<file path="config.mk">
export PLATFORM = sky130hd
export DESIGN_NAME = imem_program_loader
export DESIGN_NICKNAME = d
export VERILOG_FILES = /design/src/rtl/imem_program_loader.sv
export SDC_FILE = /design/constraint.sdc
export NUM_CORES = 1
export LEC_CHECK = 0
export ABC_AREA = 1
export CAP_MARGIN = 20
export CELL_PAD_IN_SITES_DETAIL_PLACEMENT = 0
export CELL_PAD_IN_SITES_GLOBAL_PLACEMENT = 2
export CORE_ASPECT_RATIO = 0.9
export CORE_MARGIN = 2
export CORE_UTILIZATION = 32
export CTS_CLUSTER_SIZE = 10
export DETAILED_ROUTE_END_ITERATION = 16
export PLACE_DENSITY_LB_ADDON = 0.1
export SLEW_MARGIN = 30
export SYNTH_ARGS = -nofsm -noshare
export SYNTH_HDL_FRONTEND = slang
export SYNTH_SLANG_ARGS = --single-unit
</file>
<file path="constraint.sdc">
create_clock -name clk -period 5.6 [get_ports clk]
set_input_delay 0.56 -clock clk [delete_from_list [all_inputs] [get_ports clk]]
set_output_delay 0.56 -clock clk [all_outputs]
set_load 0.1 [all_outputs]
</file>
<file path="src/rtl/imem_program_loader.sv">
// Loads a length-prefixed little-endian byte stream into instruction memory while
// holding the core in reset, appends a NOP terminator when room allows, then releases the core.
module imem_program_loader #(
    parameter int ADDR_WIDTH = 10
) (
    input  logic                  clk,
    input  logic                  reset,
    input  logic                  start,
    input  logic                  in_valid,
    input  logic [7:0]            in_data,
    output logic                  in_ready,
    output logic                  imem_we,
    output logic [ADDR_WIDTH-1:0] imem_addr,
    output logic [31:0]           imem_wdata,
    output logic                  core_reset,
    output logic                  busy,
    output logic                  done,
    output logic                  error,
    output logic [15:0]           word_count,
    output logic [3:0]            fsm_state
);

    localparam logic [16:0] DEPTH = 17'd1 << ADDR_WIDTH;
    localparam logic [31:0] NOP   = 32'h0000_0013;

    localparam logic [3:0] IDLE   = 4'd0;
    localparam logic [3:0] LEN_LO = 4'd1;
    localparam logic [3:0] LEN_HI = 4'd2;
    localparam logic [3:0] CHECK  = 4'd3;
    localparam logic [3:0] BYTE   = 4'd4;
    localparam logic [3:0] WRITE  = 4'd5;
    localparam logic [3:0] TERM   = 4'd6;
    localparam logic [3:0] RUN    = 4'd7;
    localparam logic [3:0] ERROR  = 4'd8;

    logic [3:0]  state;
    logic [15:0] len;
    logic [1:0]  byte_idx;
    logic [23:0] shreg;
    logic        accept;
    logic        can_start;
    logic        last_word;
    logic [16:0] len_ext;

    // Handshake: a byte transfers on a rising clk edge where in_valid && in_ready;
    // in_ready is registered and high only in LEN_LO, LEN_HI and BYTE.
    assign accept    = in_valid && in_ready;
    assign can_start = start && ((state == IDLE) || (state == RUN) || (state == ERROR));
    assign last_word = (word_count + 16'd1) == len;
    assign len_ext   = {1'b0, len};
    assign fsm_state = state;

    always_ff @(posedge clk) begin
        if (reset) begin
            state      <= IDLE;
            len        <= 16'd0;
            byte_idx   <= 2'd0;
            shreg      <= 24'd0;
            word_count <= 16'd0;
            in_ready   <= 1'b0;
            imem_we    <= 1'b0;
            imem_addr  <= '0;
            imem_wdata <= 32'd0;
            core_reset <= 1'b1;
            busy       <= 1'b0;
            done       <= 1'b0;
            error      <= 1'b0;
        end else begin
            imem_we <= 1'b0;
            if (can_start) begin
                state      <= LEN_LO;
                in_ready   <= 1'b1;
                busy       <= 1'b1;
                done       <= 1'b0;
                error      <= 1'b0;
                core_reset <= 1'b1;
                word_count <= 16'd0;
                byte_idx   <= 2'd0;
                shreg      <= 24'd0;
            end else begin
                case (state)
                    LEN_LO: begin
                        if (accept) begin
                            len[7:0] <= in_data;
                            state    <= LEN_HI;
                        end
                    end
                    LEN_HI: begin
                        if (accept) begin
                            len[15:8] <= in_data;
                            in_ready  <= 1'b0;
                            state     <= CHECK;
                        end
                    end
                    // One cycle to validate the full header before any data is taken.
                    CHECK: begin
                        if ((len == 16'd0) || (len_ext > DEPTH)) begin
                            state <= ERROR;
                            error <= 1'b1;
                            busy  <= 1'b0;
                        end else begin
                            state    <= BYTE;
                            in_ready <= 1'b1;
                        end
                    end
                    BYTE: begin
                        if (accept) begin
                            if (byte_idx == 2'd3) begin
                                state      <= WRITE;
                                in_ready   <= 1'b0;
                                imem_we    <= 1'b1;
                                imem_addr  <= word_count[ADDR_WIDTH-1:0];
                                imem_wdata <= {in_data, shreg};
                                byte_idx   <= 2'd0;
                            end else begin
                                shreg    <= {in_data, shreg[23:8]};
                                byte_idx <= byte_idx + 2'd1;
                            end
                        end
                    end
                    WRITE: begin
                        word_count <= word_count + 16'd1;
                        if (last_word) begin
                            // A full memory leaves no slot for the terminator.
                            if (len_ext == DEPTH) begin
                                state      <= RUN;
                                core_reset <= 1'b0;
                                done       <= 1'b1;
                                busy       <= 1'b0;
                            end else begin
                                state      <= TERM;
                                imem_we    <= 1'b1;
                                imem_addr  <= len[ADDR_WIDTH-1:0];
                                imem_wdata <= NOP;
                            end
                        end else begin
                            state    <= BYTE;
                            in_ready <= 1'b1;
                        end
                    end
                    TERM: begin
                        state      <= RUN;
                        core_reset <= 1'b0;
                        done       <= 1'b1;
                        busy       <= 1'b0;
                    end
                    IDLE, RUN, ERROR: begin
                    end
                    default: begin
                        state    <= IDLE;
                        in_ready <= 1'b0;
                        busy     <= 1'b0;
                    end
                endcase
            end
        end
    end

endmodule

</file>
==> impl_metrics.ini <==
[route]
via_per_inst = 5.17
ant_nets = 0
finalWirelength_um = 17100
num_vias = 5218
dr.pass1.iters = 5
wire_per_inst_um = 17.0
post-route-drc-count = 0
drtIter0Drc = 399

[timing]
drv_slew = 0
period_needed_ns = 2.92
max_freq_mhz = 343
finalHoldViolations = 0
setup-tns-final_ns = 0
fin_crit_sh_pct = 52.1
fin_skew_ns = 0.00590
max_slew_margin_pct = 32.7
rsz0062_at_grt = false
worst_pin_slew_ns = 1.01
finalSetupViolCount = 0

[floorplanning]
die-width_um = 138
pin_count = 80
start_util_pct = 33.0
rows = 43
dieArea_mm2 = 0.0171
die_h_um = 124
coreArea_mm2 = 0.0156

[power]
powerDensity_mw_per_mm2 = 250
p_leak_nw = 2.26
ir_drop_v = 0.000165
p_total_w = 0.00160

[global_routing]
grt_start_max_net_pins = 54
grt_use_total_pct = 20.6
grt_pass1_wl_um = 27500
antenna_found_initial = 0
overflow = 0
grt_pass1_vias = 4992

[critical_path]
cp_max_fo = 40
arrival_ns = 3.17
start_kind = flip-flop
worstPathRequired_ns = 5.85
crit_path_end_kind = flip-flop
setup.worst_path.class = flip-flop to flip-flop

[yosys]
syn_nets = 756
netlist_instances = 742
synth_edf_count = 0
avgSynthCellArea_um2 = 6.94
ys_warn_count = 0
synth_area_mm2 = 0.00515
synth_cell_types = 31
synth_flop_cell = dfxtp_1
synth-async-reset-ratio_pct = 0
synth-seq-cells = 110
ys_seq_area_share_pct = 42.7

[placement]
place_inst = 993
port_buffers = 79
post-dp-hpwl_um = 12100
place.gp.congestion = 0.862

[clock_network]
numCtsBuffers = 9
clk_latency_ns = 0.36
cts_tree = built
cts_setup_buffers = 0
cts_buffer_depth = 2
clock-sinks = 110
cts_root_buf = clkbuf_16
clkTransAtPathRegs_ns = 0.08
ctsResizeCount = 0
htreeDepth = 3
cts_hold_buf = 0

[job]
maxCapViolations = 0

[final_layout]
utilization_pct = 41.0
stdcell_count = 1009
drive_above_1_share_pct = 7.19
diodes = 0
nets = 816
synthToLayoutAreaGrowth_pct = 24.3
fillers = 1648

[outcome]
outcome = complete, no violations

[hold_path]
hold_class = flip-flop to flip-flop
[final cells by class]
cell class	instances	area, um2	share of cell area (%)
Sequential cell	110	2200	34.4
Tap cell	202	253	3.95
Inverter	73	274	4.28
Clock inverter	6	77.6	1.21
Clock buffer	10	239	3.73
Multi-Input combinational cell	523	2530	39.5
Timing Repair Buffer	85	831	13.0
[critical path, stage by stage, from the launching register on]
cell and delay (ns):
dfxtp_1 0.46, ha_1 0.28, nand2_2 0.12, nor2_4 0.19
nand2_2 0.12, nor2_1 0.13, nand2_1 0.08, nand3_1 0.07
nand2_1 0.05, nand3_1 0.11, nor2_2 0.08, nand4_2 0.06
buf_4 0.45, nand2_2 0.31, o21ai_0 0.23, inv_1 0.05
[metal layers]
metal	part of all wire [%]	wire length [um]	track usage (%)
met1	51	8780	30.9
met2	43	7350	30.1
met3	4.7	812	4.56
met4	1.2	198	4.14
met5	0	0	0
[placed cells by master, fill, tap and decap left out, drive strengths merged]
cell,Yosys,final
clkinvlp,0,1
dfxtp,110,110
clkbuf,30,10
nor2,42,42
nand2,182,182
nand3b,4,4
ha,2,2
o21bai,1,1
or2,1,1
inv,72,74
nor3,3,3
clkinv,1,3
nand3,127,127
and3,1,1
a211oi,1,1
clkdlybuf4s50,0,78
o21ai,37,37
a31oi,2,2
nand4,9,9
o211ai,3,3
a21oi,107,107
nor4,1,1
bufinv,0,1
buf,6,7
[cells in the mapped netlist (2+ instances only)]
master    instances  area (um2)
buf_6             3        33.8
nor3_1            3        15.0
nand4_1           8        50.1
ha_1              2        25.0
nand3_1         116         581
o21ai_1           4        20.0
nor2_1           31         116
o21ai_0          32         160
nand2_2           5        31.3
nand3_2          11         110
nand3b_1          4        30.0
a31oi_1           2        12.5
o211ai_1          3        22.5
inv_2             3        11.3
inv_1            69         259
clkbuf_1         30         113
dfxtp_1         110        2200
nand2_1         177         664
nor2_4            3        33.8
nor2_2            8        50.1
buf_2             2        10.0
a21oi_1         107         536
[sequential cells by signal, summed over array words and instances (netlist names)]
signal / flops
done: 1
byte_idx: 2
imem_addr: 10
word_count: 16
core_reset: 1
busy: 1
len: 16
error: 1
imem_we: 1
imem_wdata: 32
fsm_state: 4
shreg: 24
in_ready: 1
[worst paths after layout]
kind	from	endpoint	slack (ns)	cells past startpoint
setup / recovery	word_count[0]	imem_wdata[0]	2.68	15
hold / removal	core_reset	core_reset	0.45	2
setup reg to reg	word_count[0]	imem_wdata[0]	2.68	15
hold reg to reg	core_reset	core_reset	0.45	2
[power by group]
group	internal (W)	total (W)	switching, W
logic	0.0000298	0.000116	0.0000862
registers	0.000787	0.000792	0.00000502
clock network	0.000369	0.000695	0.000326
total	0.00119	0.00160	0.000417
[stage by stage]
step	worst slack, ns	instance area, um2	hold WS, ns
2_1_floorplan	2.63	5150	0.438
3_3_place_gp	2.61	6080	0.438
3_5_place_dp	2.55	6080	0.444
4_1_cts	2.66	6400	0.458
5_1_grt	2.36	6400	0.486
6_report	2.68	6400	0.452
[kinds of logic (layout without fill, tap and decap cells)]
family,Yosys count,after routing,share of synthesized area [%]
simple gates,370,370,33.2
compound gates,151,151,15.0
flops,110,110,42.7
fa+ha+maj,2,2,0.486
buf+inv,109,174,8.50
Note: power is estimated with default switching activity, not from simulation.
